### config.mk
export PLATFORM = sky130hd
export DESIGN_NAME = seq_ctrl_param_flat
export DESIGN_NICKNAME = d
export VERILOG_FILES = /design/src/rtl/seq_ctrl_param_if.sv /design/src/rtl/seq_ctrl_param.sv /design/src/flat_wrapper.sv
export SDC_FILE = /design/constraint.sdc
export NUM_CORES = 1
export LEC_CHECK = 0
export BUFFER_PORTS_ARGS = -buffer_cell sky130_fd_sc_hd__buf_2
export CORE_MARGIN = 2
export CORE_UTILIZATION = 62
export DETAILED_ROUTE_END_ITERATION = 10
export GPL_TIMING_DRIVEN = 0
export PLACE_DENSITY_LB_ADDON = 0.3
export REMOVE_ABC_BUFFERS = 1
export SYNTH_ARGS = -nofsm -noshare
export SYNTH_HDL_FRONTEND = slang
export SYNTH_SLANG_ARGS = --single-unit
### constraint.sdc
create_clock -name clk -period 8.2 [get_ports clk]
set_input_delay 0.82 -clock clk [delete_from_list [all_inputs] [get_ports clk]]
set_output_delay 0.82 -clock clk [all_outputs]
set_load 0.005 [all_outputs]
### src/rtl/seq_ctrl_param_if.sv
// Handshake/bus bundle for seq_ctrl_param: control and programming inputs, registered outputs.
// master drives the controls, slave is the sequence controller.
interface seq_ctrl_param_if #(
  parameter int unsigned WIDTH = 3,
  parameter int unsigned DEPTH = 8,
  parameter int unsigned AW    = $clog2(DEPTH)
);
  logic             start;
  logic             abort;
  logic             en;
  logic             mode;
  logic [AW:0]      len;
  logic             prog_we;
  logic [AW-1:0]    prog_addr;
  logic [WIDTH-1:0] prog_data;
  logic [WIDTH-1:0] count;
  logic             clear;
  logic             busy;
  logic             done;
  logic             wrap;

  modport master (
    output start, abort, en, mode, len, prog_we, prog_addr, prog_data,
    input  count, clear, busy, done, wrap
  );

  modport slave (
    input  start, abort, en, mode, len, prog_we, prog_addr, prog_data,
    output count, clear, busy, done, wrap
  );
endinterface

### src/rtl/seq_ctrl_param.sv
// Programmable sequence controller: steps a counter through the first len entries of a
// DEPTH-entry table, in loop or one-shot mode, with restart, abort and run-time reprogramming.
module seq_ctrl_param #(
  parameter int unsigned WIDTH = 3,
  parameter int unsigned DEPTH = 8,
  parameter int unsigned AW    = $clog2(DEPTH)
) (
  input logic             clk,
  input logic             rst_n,
  seq_ctrl_param_if.slave bus
);

  typedef enum logic [1:0] {StIdle, StClear, StRun, StDone} state_e;

  localparam logic [AW:0] LenOne = (AW+1)'(1);
  localparam logic [AW:0] LenMax = (AW+1)'(DEPTH);

  state_e           r_state, w_state_d;
  logic [WIDTH-1:0] r_table [DEPTH];
  logic [WIDTH-1:0] r_count, w_count_d;
  logic             r_clear, w_clear_d;
  logic             r_busy, w_busy_d;
  logic             r_done, w_done_d;
  logic             r_wrap, w_wrap_d;
  logic [AW-1:0]    r_idx, w_idx_d, w_idx_inc;
  logic             r_mode, w_mode_d;
  logic [AW:0]      r_len, w_len_d, w_len_clamp;
  logic             w_last;
  logic             w_addr_ok;

  assign w_idx_inc = r_idx + AW'(1);
  assign w_last    = ({1'b0, r_idx} == (r_len - LenOne));
  assign w_addr_ok = (32'(bus.prog_addr) < DEPTH);

  always_comb begin
    if (bus.len == '0) begin
      w_len_clamp = LenOne;
    end else if (32'(bus.len) > DEPTH) begin
      w_len_clamp = LenMax;
    end else begin
      w_len_clamp = bus.len;
    end
  end

  // State register
  always_ff @(posedge clk) begin
    if (!rst_n) begin
      r_state <= StIdle;
    end else begin
      r_state <= w_state_d;
    end
  end

  // Next state: abort beats start, start beats everything else
  always_comb begin
    w_state_d = r_state;
    if (bus.abort) begin
      w_state_d = StIdle;
    end else if (bus.start) begin
      w_state_d = StClear;
    end else begin
      case (r_state)
        StClear: w_state_d = StRun;
        StRun:   if (bus.en && w_last && r_mode) w_state_d = StDone;
        default: w_state_d = r_state;
      endcase
    end
  end

  // Output next values, all registered below
  always_comb begin
    w_count_d = r_count;
    w_clear_d = r_clear;
    w_busy_d  = r_busy;
    w_done_d  = r_done;
    w_wrap_d  = 1'b0;
    w_idx_d   = r_idx;
    w_mode_d  = r_mode;
    w_len_d   = r_len;
    case (w_state_d)
      StIdle, StClear: begin
        w_count_d = '0;
        w_clear_d = 1'b1;
        w_busy_d  = (w_state_d == StClear);
        w_done_d  = 1'b0;
        w_idx_d   = '0;
      end
      StRun: begin
        w_clear_d = 1'b0;
        w_busy_d  = 1'b1;
        w_done_d  = 1'b0;
        if (r_state == StClear) begin
          w_idx_d   = '0;
          w_count_d = r_table[0];
        end else if (bus.en) begin
          if (w_last) begin
            w_idx_d   = '0;
            w_count_d = r_table[0];
            w_wrap_d  = 1'b1;
          end else begin
            w_idx_d   = w_idx_inc;
            w_count_d = r_table[w_idx_inc];
          end
        end
      end
      StDone: begin
        w_clear_d = 1'b0;
        w_busy_d  = 1'b0;
        w_done_d  = 1'b1;
      end
      default: ;
    endcase
    if (w_state_d == StClear) begin
      w_mode_d = bus.mode;
      w_len_d  = w_len_clamp;
    end
  end

  always_ff @(posedge clk) begin
    if (!rst_n) begin
      r_count <= '0;
      r_clear <= 1'b1;
      r_busy  <= 1'b0;
      r_done  <= 1'b0;
      r_wrap  <= 1'b0;
      r_idx   <= '0;
      r_mode  <= 1'b0;
      r_len   <= LenOne;
    end else begin
      r_count <= w_count_d;
      r_clear <= w_clear_d;
      r_busy  <= w_busy_d;
      r_done  <= w_done_d;
      r_wrap  <= w_wrap_d;
      r_idx   <= w_idx_d;
      r_mode  <= w_mode_d;
      r_len   <= w_len_d;
    end
  end

  // Reads above see the pre-edge contents, so a same-edge write shows up one edge later
  always_ff @(posedge clk) begin
    if (!rst_n) begin
      for (int unsigned i = 0; i < DEPTH; i++) begin
        r_table[i] <= WIDTH'(i);
      end
    end else if (bus.prog_we && w_addr_ok) begin
      r_table[bus.prog_addr] <= bus.prog_data;
    end
  end

  assign bus.count = r_count;
  assign bus.clear = r_clear;
  assign bus.busy  = r_busy;
  assign bus.done  = r_done;
  assign bus.wrap  = r_wrap;

endmodule

### src/flat_wrapper.sv
// flat-port wrapper written by rule: the top's interface ports become plain ports
module seq_ctrl_param_flat 
#(
  parameter int unsigned WIDTH = 3,
  parameter int unsigned DEPTH = 8,
  parameter int unsigned AW    = $clog2(DEPTH)
)
  (clk, rst_n, bus_start, bus_abort, bus_en, bus_mode, bus_len, bus_prog_we, bus_prog_addr, bus_prog_data, bus_count, bus_clear, bus_busy, bus_done, bus_wrap);
  seq_ctrl_param_if #(.WIDTH(WIDTH), .DEPTH(DEPTH), .AW(AW)) bus_i ();
  input logic clk;
  input logic rst_n;
  input wire logic [$bits(bus_i.start)-1:0] bus_start;
  input wire logic [$bits(bus_i.abort)-1:0] bus_abort;
  input wire logic [$bits(bus_i.en)-1:0] bus_en;
  input wire logic [$bits(bus_i.mode)-1:0] bus_mode;
  input wire logic [$bits(bus_i.len)-1:0] bus_len;
  input wire logic [$bits(bus_i.prog_we)-1:0] bus_prog_we;
  input wire logic [$bits(bus_i.prog_addr)-1:0] bus_prog_addr;
  input wire logic [$bits(bus_i.prog_data)-1:0] bus_prog_data;
  output wire logic [$bits(bus_i.count)-1:0] bus_count;
  output wire logic [$bits(bus_i.clear)-1:0] bus_clear;
  output wire logic [$bits(bus_i.busy)-1:0] bus_busy;
  output wire logic [$bits(bus_i.done)-1:0] bus_done;
  output wire logic [$bits(bus_i.wrap)-1:0] bus_wrap;
  assign bus_i.start = bus_start;
  assign bus_i.abort = bus_abort;
  assign bus_i.en = bus_en;
  assign bus_i.mode = bus_mode;
  assign bus_i.len = bus_len;
  assign bus_i.prog_we = bus_prog_we;
  assign bus_i.prog_addr = bus_prog_addr;
  assign bus_i.prog_data = bus_prog_data;
  assign bus_count = bus_i.count;
  assign bus_clear = bus_i.clear;
  assign bus_busy = bus_i.busy;
  assign bus_done = bus_i.done;
  assign bus_wrap = bus_i.wrap;
  seq_ctrl_param #(.WIDTH(WIDTH), .DEPTH(DEPTH), .AW(AW)) u_core (.clk(clk), .rst_n(rst_n), .bus(bus_i));
endmodule
==> results of run 1 <==
## critical path, stage by stage (launching register included)
cell and delay (ns):
dfxtp_1 0.41, inv_1 0.08, ha_1 0.21, xnor2_1 0.15, o211a_1 0.35, nand3_1 0.18
and2_1 0.15, ha_1 0.33, nor3b_4 0.36, or2_0 0.34, o21ai_0 0.16, a221o_1 0.35
## cell families after synthesis
logic type	synth area share, %
AOI/OAI and AO/OA	10.6
muxes	8.42
xor gates and xnor gates	1.59
buffers and inverters	4.78
adders and majority gates	5.12
and+or+nand+nor	21.2
DFF	48.3
## cell usage after synthesis, drive strengths merged
library cell / count
a211o: 1
a211oi: 3
a21o: 2
a21oi: 7
a221o: 1
a2bb2oi: 1
a311o: 2
and2: 14
and2b: 1
and3: 2
and4: 1
buf: 6
clkbuf: 3
dfxtp: 17
edfxtp: 24
ha: 9
inv: 8
mux2i: 5
mux4: 6
nand2: 7
nand2b: 7
nand3: 6
nand3b: 2
nand4b: 5
nor2: 12
nor2b: 2
nor3: 4
nor3b: 2
o211a: 1
o211ai: 2
o21a: 1
o21ai: 12
o21bai: 1
o31ai: 1
or2: 1
or3: 9
or4: 2
xnor2: 1
xor2: 3
## state kept, by name, indices dropped and copies added, names as in the netlist
signal,count
u_core.bus.wrap,1
u_core.r_idx,3
u_core.r_mode,1
u_core.bus.done,1
u_core.bus.clear,1
u_core.r_len,4
u_core.r_table,24
u_core.r_state,2
u_core.bus.count,3
u_core.bus.busy,1
## per-stage QoR
step	setup WS, ns	std cells	power, µW	utilization (%)
floorplan	5.51	185	261	-
global placement	5.20	254	274	68.3
detailed placement	5.09	254	277	68.3
CTS	5.08	261	366	69.7
global route	4.77	261	382	69.7
finish	5.03	261	364	69.7
## final cells by class
| class | count | area (µm²) |
|---|---|---|
| clock buffers | 5 | 37.5 |
| clock inverters | 2 | 11.3 |
| fillers | 276 | 1020 |
| inverters | 8 | 30.0 |
| multi-input cells | 136 | 1030 |
| flip-flops and latches | 41 | 1060 |
| well taps | 46 | 57.6 |
| repair buffers | 23 | 115 |
## path summary, 6_finish.rpt
kind	startpoint	slack, ns	endpoint	cells after the start
worst min-delay path	u_core.r_idx[1]$_SDFFE_PN0P_	0.51	u_core.r_idx[1]$_SDFFE_PN0P_	2
worst max register to register	u_core.r_len[0]$_SDFFE_PN1N_	5.03	u_core.bus.count[1]$_SDFFE_PN0P_	11
worst min register to register	u_core.r_idx[1]$_SDFFE_PN0P_	0.51	u_core.r_idx[1]$_SDFFE_PN0P_	2
worst max-delay path	u_core.r_len[0]$_SDFFE_PN1N_	5.03	u_core.bus.count[1]$_SDFFE_PN0P_	11
## report_power, final
part           internal, µW  switching [µW]
Clock                  30.8            60.4
Sequential              227            4.65
Combinational          16.4            24.5
## routing by layer
| layer | track usage [%] | share of wire, % | wire, µm | up-vias |
|---|---|---|---|---|
| li1 | - | - | - | 752 |
| met1 | 24.7 | 39 | 1650 | 770 |
| met2 | 44.6 | 56 | 2380 | 40 |
| met3 | 7.32 | 4.2 | 179 | 8 |
| met4 | 10.3 | 1.7 | 74 | 0 |
| met5 | 0 | 0 | 0 | - |
==> flow_summary_export.csv, run 1 <==
group,metric,value,unit
sta,final.setup_skew,0.00817,ns
clocking,cts_buffers,5,
worst_setup_path,cp_data_arrival_time,3.41,ns
min_path,hp-class,"flip-flop to flip-flop",
pwr,power_leakage,0.000861,µW
global_routing,antenna_found_initial,0,
final_layout,nNetsFinal,241,
place,dpl.hpwl,3250,µm
logic_synthesis,syn_inst,194,
clocking,cts_setup_buffers,0,
logic_synthesis,synth-seq-cells,41,
final_layout,antenna-diode-count,0,
final_layout,fin_area,0.00234,mm²
run,cap_viol_max_count,0,
floorplanning,ios,24,
clocking,clockBufferDepth,2,
floorplanning,die_area,0.00404,mm²
sta,hold_ws,0.511,ns
worst_setup_path,crit_fanout,10,
sta,finalSetupViolCount,0,
final_layout,drive_gt1_share,19.5,%
worst_setup_path,worstSetupPathType,"flip-flop to flip-flop",
logic_synthesis,yosysUniqueCellTypes,45,
clocking,worstSkewPairLatency,0.34,ns
logic_synthesis,yosys_warnings,0,
clocking,cts-resized-gates,0,
route,first_pass_iters,4,
clocking,ctsHoldBuffers,0,
sta,timing.final.crit_share,38.6,%
clocking,cts.root.buffer_cell,"clkbuf_4",
route,viasPerCell,6.02,
sta,max_freq,0.316,GHz
final_layout,final_cell_mix,"24 x edfxtp_1, 23 x buf_2, 17 x dfxtp_1, 13 x and2_1",
sta,tightestPinTransition,0.650,ns
clocking,clk_pin_slew,0.11,ns
logic_synthesis,synth_area_leaders,"edfxtp_1 33%, dfxtp_1 15%, mux4_2 6.1%",
route,dr_total_vias,1570,
logic_synthesis,yosysTopAreaCellShare,32.8,%
sta,final-hold-violation-count,0,
sta,final.setup.tns,0,ns
floorplanning,core,0.00336,mm²
logic_synthesis,synth_area_per_cell,11.3,µm²
clocking,cts_htree_levels,2,
logic_synthesis,syn-cell-area,0.00220,mm²
floorplanning,chipWidth,63.5,µm
logic_synthesis,ys_seq_area_share,48.3,%
route,routedWlPerCell,16.4,µm
global_routing,grt_max_degree,23,
route,drt-total-wl,4280,µm
sta,fin_crit,3.17,ns
clocking,tritoncts,"done",
run_status,outcome,"finished, final reports clean",
floorplanning,initial_core_util,65.4,%
place,numPortBuffers,23,
worst_setup_path,critPathLaunchType,"flip-flop",
place,dpl_cell_area,0.00230,mm²
global_routing,grt_usage,24.1,%
clocking,cts.sinks,41,
sta,rsz0062_at_grt,"no",
logic_synthesis,yosys.area.top_type,"edfxtp_1",
global_routing,grt_overflow,0,
floorplanning,die_h,63.5,µm
global_routing,grt_pass1_wl,7250,µm
sta,slew_headroom,56.4,%
route,drcViolationCount,0,
worst_setup_path,worst_ep_required_time,8.45,ns
global_routing,grt_pass1_vias,1579,
pwr,p_per_area,155,mW/mm²
final_layout,syn_to_final_growth,6.66,%
pwr,irDropWorstVdd,0.0000916,V
final_layout,final_common_cell,"edfxtp_1",
place,gp_congestion,0.757,
floorplanning,row_count,21,
sta,drv_slew,0,
worst_setup_path,endpoint_kind,"flip-flop",
route,drtIter0Drc,71,
route,postRouteAntennaNets,0,
Note: power is estimated with default switching activity, not from simulation.
==> run 2: changes to the inputs <==
--- a/config.mk
+++ b/config.mk
@@ -5,9 +5,10 @@
 export SDC_FILE = /design/constraint.sdc
 export NUM_CORES = 1
 export LEC_CHECK = 0
+export ABC_AREA = 1
 export BUFFER_PORTS_ARGS = -buffer_cell sky130_fd_sc_hd__buf_2
 export CORE_MARGIN = 2
-export CORE_UTILIZATION = 62
+export CORE_UTILIZATION = 57
 export DETAILED_ROUTE_END_ITERATION = 10
 export GPL_TIMING_DRIVEN = 0
 export PLACE_DENSITY_LB_ADDON = 0.3
==> constraint.sdc (replaced) <==
create_clock -name clk -period 3.3 [get_ports clk]
set_input_delay 0.33 -clock clk [delete_from_list [all_inputs] [get_ports clk]]
set_output_delay 0.33 -clock clk [all_outputs]
set_load 0.005 [all_outputs]
==> run 2 against run 1 <==
Against the previous run: power grew to 2.5 times the previous value; sequential cell count stayed put; count of clock-buffer cells in the layout is 1 higher; core utilization is 3.1 points lower; die area is 2.9% higher; critical path depth is 4 higher; critical path type unchanged; critical endpoint is now u_core.r_idx[2]$_SDFFE_PN0P_; largest cell class unchanged; highest routed layer unchanged.
==> flow_summary_export.csv, run 2 <==
group,metric,value,unit
clocking,tritoncts,"done",
logic_synthesis,async_flop_share,0,%
worst_setup_path,critPathLaunchType,"flip-flop",
worst_setup_path,reg2regPathDepth,15,
floorplanning,die_h,64.5,µm
global_routing,grt_usage,20.4,%
clocking,cts-resized-gates,0,
floorplanning,ios,24,
clocking,worstSkewPairLatency,0.35,ns
sta,finalSetupViolCount,0,
floorplanning,die_area,0.00415,mm²
final_layout,antenna-diode-count,0,
sta,tightestPinTransition,0.585,ns
clocking,cts_setup_buffers,0,
sta,final.setup.tns,0,ns
pwr,total_power,914,µW
route,drtIter0Drc,77,
sta,slew_headroom,60.9,%
route,postRouteAntennaNets,0,
worst_setup_path,cp_data_arrival_time,2.73,ns
global_routing,grt_overflow,0,
logic_synthesis,synth_common_cells,"85 x nand2_1, 41 x inv_1, 33 x nor2_1, 24 x edfxtp_1, 24 x nand3_1",
global_routing,grt_pass1_vias,1493,
logic_synthesis,yosys.area.top_type,"edfxtp_1",
route,first_pass_iters,4,
logic_synthesis,syn_inst,266,
worst_setup_path,worst_ep_required_time,3.58,ns
logic_synthesis,yosys_warnings,0,
final_layout,drive_gt1_share,12.0,%
place,gp_congestion,0.825,
pwr,p_per_area,401,mW/mm²
place,dpl.hpwl,2780,µm
min_path,hold_depth,3,
floorplanning,chipWidth,64.5,µm
logic_synthesis,synth_enable_flop_cells,24,
clocking,clockBufferDepth,2,
floorplanning,row_count,21,
clocking,cts_htree_levels,2,
route,drt-total-wl,3700,µm
clocking,cts.sinks,41,
clocking,clk_pin_slew,0.11,ns
final_layout,utilization,66.6,%
sta,hold_ws,0.213,ns
pwr,power_leakage,0.00105,µW
sta,drv_slew,0,
sta,final-hold-violation-count,0,
floorplanning,core,0.00342,mm²
floorplanning,initial_core_util,61.0,%
sta,timing.final.crit_share,74.2,%
pwr,irDropWorstVdd,0.000229,V
final_layout,final_common_cell,"nand2_1",
route,routedWlPerCell,11.0,µm
logic_synthesis,synth-seq-cells,41,
clocking,cts.root.buffer_cell,"clkbuf_4",
logic_synthesis,yosysUniqueCellTypes,21,
logic_synthesis,syn-cell-area,0.00208,mm²
final_layout,final_cell_mix,"85 x nand2_1, 41 x inv_1, 33 x nor2_1, 24 x nand3_1, 24 x edfxtp_1",
final_layout,largest_register_ffs,24,
worst_setup_path,crit_fanout,4,
route,drcViolationCount,0,
min_path,hp-class,"input pin to flip-flop",
final_layout,nNetsFinal,316,
logic_synthesis,synth_area_leaders,"edfxtp_1 35%, dfxtp_1 16%, nand2_1 15%",
worst_setup_path,worstSetupPathType,"flip-flop to flip-flop",
final_layout,reg_top3,"u_core.r_table (24), u_core.r_len (4)",
run,cap_viol_max_count,0,
sta,max_freq,0.408,GHz
clocking,cts_buffers,5,
global_routing,antenna_found_initial,0,
route,viasPerCell,4.90,
sta,final.setup_skew,0.00434,ns
worst_setup_path,endpoint_kind,"flip-flop",
global_routing,grt_max_degree,18,
logic_synthesis,post-synth-top-count-cell,"nand2_1",
logic_synthesis,synth_area_per_cell,7.83,µm²
place,numPortBuffers,23,
sta,fin_crit,2.45,ns
final_layout,regMostFlops,"u_core.r_table",
final_layout,syn_to_final_growth,9.25,%
logic_synthesis,yosysTopAreaCellShare,34.6,%
run_status,outcome,"finished, final reports clean",
clocking,ctsHoldBuffers,0,
logic_synthesis,synth_ff_type,"edfxtp_1",
route,dr_total_vias,1651,
sta,rsz0062_at_grt,"no",
global_routing,grt_pass1_wl,6420,µm
logic_synthesis,ys_seq_area_share,50.9,%
[run 2: logic make-up (layout without fill, tap and decap cells)]
kind of cell / Yosys count / count (layout) / share of synthesized area, %
buffers and inverters: 47 / 72 / 8.89
adders and majority gates: 9 / 9 / 5.41
DFF: 41 / 41 / 50.9
AOI/OAI and AO/OA: 15 / 15 / 3.90
xor gates and xnor gates: 3 / 3 / 1.26
and+or+nand+nor: 151 / 151 / 29.6
[run 2: report_power, final]
part	switching [µW]	internal [µW]
clock network	154	81.2
registers	9.23	565
logic	67.8	36.3
[run 2: final cells by class]
| cell class | instances | area (µm²) |
|---|---|---|
| Fill cell | 299 | 1140 |
| Sequential cell | 41 | 1060 |
| Multi-Input combinational cell | 178 | 837 |
| Inverter | 41 | 154 |
| Timing Repair Buffer | 23 | 115 |
| Tap cell | 46 | 57.6 |
| Clock buffer | 6 | 41.3 |
| Clock inverter | 2 | 10.0 |
[run 2: metal layers]
metal  share of wire, %  vias to the layer above  GRT usage, %
li1                   -                      879             -
met2                 46                       38          32.7
met3                5.0                        9          5.56
met5                  0                        -             0
met1                 47                      725          25.9
met4                2.1                        0          9.57
[run 2: through the flow]
step,setup WS (ns),instances,instance area [µm²]
2_1_floorplan,1.16,260,2050
3_3_place_gp,0.919,329,2220
3_5_place_dp,0.859,329,2220
4_1_cts,0.827,337,2280
5_1_grt,0.486,337,2280
6_report,0.850,337,2280
[run 2: critical path, cell delays in order (launching register included)]
cell and delay [ns]:
dfxtp_1 0.36, inv_1 0.09, ha_1 0.31, xnor2_1 0.13, nor2_1 0.18, nand4_1 0.12, nand2_1 0.07, nand2_1 0.04
nand2_1 0.06, nand2_2 0.07, ha_1 0.26, a31oi_1 0.23, nand2_1 0.11, nor2_2 0.16, nand2_1 0.07, a21oi_1 0.12
[run 2: worst paths after layout]
| check | to | slack (ns) | start |
|---|---|---|---|
| setup / recovery | u_core.r_idx[2]$_SDFFE_PN0P_ | 0.85 | u_core.r_len[0]$_SDFFE_PN1N_ |
| hold / removal | u_core.r_mode$_SDFFE_PN0N_ | 0.21 | bus_mode |
| setup reg to reg | u_core.r_idx[2]$_SDFFE_PN0P_ | 0.85 | u_core.r_len[0]$_SDFFE_PN1N_ |
| hold reg to reg | u_core.bus.count[1]$_SDFFE_PN0P_ | 0.47 | u_core.bus.count[1]$_SDFFE_PN0P_ |
==> run 3: changes to the inputs <==
==> constraint.sdc (replaced) <==
create_clock -name clk -period 2.4 [get_ports clk]
set_input_delay 0.24 -clock clk [delete_from_list [all_inputs] [get_ports clk]]
set_output_delay 0.24 -clock clk [all_outputs]
set_load 0.005 [all_outputs]
==> run 3 against run 2 <==
Against the previous run: largest power group unchanged; setup slack worse by 0.65 ns; combinational power up 59%; global-route usage barely moved; die area did not move; highest routed layer unchanged; largest cell class unchanged; fmax increased by 11%; routed wire length grew 3.2%; clock skew fell by 0.00078 ns; critical path depth increased by 1.
==> flow_summary_export.csv, run 3 (synthesis gave the netlist of run 2 again) <==
group,metric,value,unit
sta,timing.final.crit_share,91.6,%
final_layout,antenna-diode-count,0,
global_routing,grt_usage,20.5,%
sta,slew_headroom,58.7,%
final_layout,final_cell_mix,"84 x nand2_1, 36 x inv_1, 30 x nor2_1, 24 x nand3_1, 24 x edfxtp_1",
worst_setup_path,crit_fanout,4,
clocking,ctsHoldBuffers,0,
place,numPortBuffers,23,
pwr,pwr-share-seq,61.8,%
pwr,p_per_area,537,mW/mm²
final_layout,largest_register_ffs,24,
run,cap_viol_max_count,0,
pwr,netSwitchingFraction,25.6,%
clocking,cts_buffers,5,
worst_setup_path,worstSetupPathType,"flip-flop to flip-flop",
sta,final.setup.tns,0,ns
global_routing,antenna_found_initial,0,
sta,hold_ws,0.124,ns
floorplanning,core,0.00342,mm²
pwr,p_int,951,µW
final_layout,reg_top3,"u_core.r_table (24), u_core.r_len (4)",
floorplanning,ios,24,
sta,fin_crit,2.20,ns
route,postRouteAntennaNets,0,
global_routing,grt_overflow,0,
global_routing,grt_max_degree,18,
min_path,hp-class,"input pin to flip-flop",
sta,final-hold-violation-count,0,
final_layout,utilization,69.6,%
final_layout,fillers,281,
floorplanning,row_count,21,
sta,drv_slew,0,
place,gp_congestion,0.825,
final_layout,multi_input_area,906,µm²
sta,tightestPinTransition,0.614,ns
final_layout,regMostFlops,"u_core.r_table",
final_layout,syn_to_final_growth,14.2,%
route,drcViolationCount,0,
pwr,irDropWorstVdd,0.000319,V
global_routing,grt_pass1_wl,6430,µm
floorplanning,chipWidth,64.5,µm
route,drt-total-wl,3820,µm
global_routing,grt_pass1_vias,1493,
clocking,tritoncts,"done",
final_layout,nNetsFinal,320,
route,dr_total_vias,1679,
clocking,clockBufferDepth,2,
floorplanning,die_area,0.00415,mm²
floorplanning,die_h,64.5,µm
pwr,power_leakage,0.00107,µW
final_layout,final_common_cell,"nand2_1",
sta,max_freq,0.455,GHz
worst_setup_path,endpoint_kind,"flip-flop",
clocking,cts.root.buffer_cell,"clkbuf_4",
clocking,cts.sinks,41,
sta,finalSetupViolCount,0,
floorplanning,initial_core_util,61.0,%
pwr,pwr-share-comb,12.9,%
final_layout,seq_area,0.00106,mm²
clocking,cts_htree_levels,2,
route,routedWlPerCell,11.2,µm
place,dpl.hpwl,2780,µm
route,first_pass_iters,4,
route,drtIter0Drc,74,
clocking,clk_pin_slew,0.11,ns
pwr,p_sw,328,µW
run_status,outcome,"finished, final reports clean",
route,viasPerCell,4.92,
sta,final.setup_skew,0.00356,ns
clocking,worstSkewPairLatency,0.35,ns
worst_setup_path,critPathLaunchType,"flip-flop",
worst_setup_path,worst_ep_required_time,2.68,ns
worst_setup_path,cp_data_arrival_time,2.48,ns
pwr,power_frac_clock,25.3,%
final_layout,drive_gt1_share,19.7,%
==> run 3: timing repair <==
action                     CTS  global route
pin swaps                    2             6
resized for setup            1            22
buffers inserted             1             3
setup endpoints to repair    6            11
==> run 3: path summary, 6_finish.rpt <==
kind                                                       start                          endpoint  slack, ns  cells past startpoint
worst max-delay path                u_core.r_len[0]$_SDFFE_PN1N_  u_core.bus.count[0]$_SDFFE_PN0P_       0.20                     16
worst min-delay path                                    bus_mode        u_core.r_mode$_SDFFE_PN0N_       0.12                      3
worst max register to register      u_core.r_len[0]$_SDFFE_PN1N_  u_core.bus.count[0]$_SDFFE_PN0P_       0.20                     16
worst min register to register  u_core.bus.count[1]$_SDFFE_PN0P_  u_core.bus.count[1]$_SDFFE_PN0P_       0.47                      2
==> run 3: final cells by class <==
| cell class | count | area share (%) |
|---|---|---|
| clock buffers | 6 | 1.74 |
| clock inverters | 2 | 0.421 |
| inverters | 41 | 6.47 |
| multi-input cells | 178 | 38.1 |
| flip-flops and latches | 41 | 44.8 |
| well taps | 46 | 2.42 |
| repair buffers | 27 | 6.10 |
==> run 3: worst max-delay path, cell delays in order (launching register included) <==
cell	delay, ns
dfxtp_2	0.34
inv_2	0.08
ha_2	0.29
xnor2_2	0.14
nor2_2	0.06
nand4_1	0.09
nand2_1	0.05
nand2_1	0.05
nand2_1	0.06
nand2_2	0.12
inv_2	0.06
ha_1	0.23
a31oi_4	0.17
nand2_2	0.10
inv_2	0.07
nand3_1	0.10
a21oi_2	0.12
==> run 3: power groups by stage <==
| stage | logic [µW] | clock network [µW] | registers, µW |
|---|---|---|---|
| finish | 165 | 323 | 790 |
| global route | 190 | 353 | 793 |
| CTS | 145 | 327 | 790 |
| detailed placement | 143 | 0 | 806 |
| global placement | 141 | 0 | 805 |
| floorplan | 101 | 0 | 803 |
==> run 3: routing by layer <==
layer | routed length [µm] | global-route usage, % | vias up
met5 | 0 | 0 | -
met4 | 98 | 9.57 | 0
met3 | 182 | 5.56 | 11
met2 | 1800 | 32.7 | 35
met1 | 1740 | 26.0 | 746
li1 | - | - | 887
==> run 3: through the flow <==
stage	worst slack (ns)	power (µW)	area, µm²	cells
after floorplan	0.263	903	2050	260
after global placement	0.0188	946	2220	329
after detailed placement	-0.0413	949	2220	329
after CTS	0.0173	1260	2290	338
after global routing	-0.0418	1340	2380	341
final	0.202	1280	2380	341
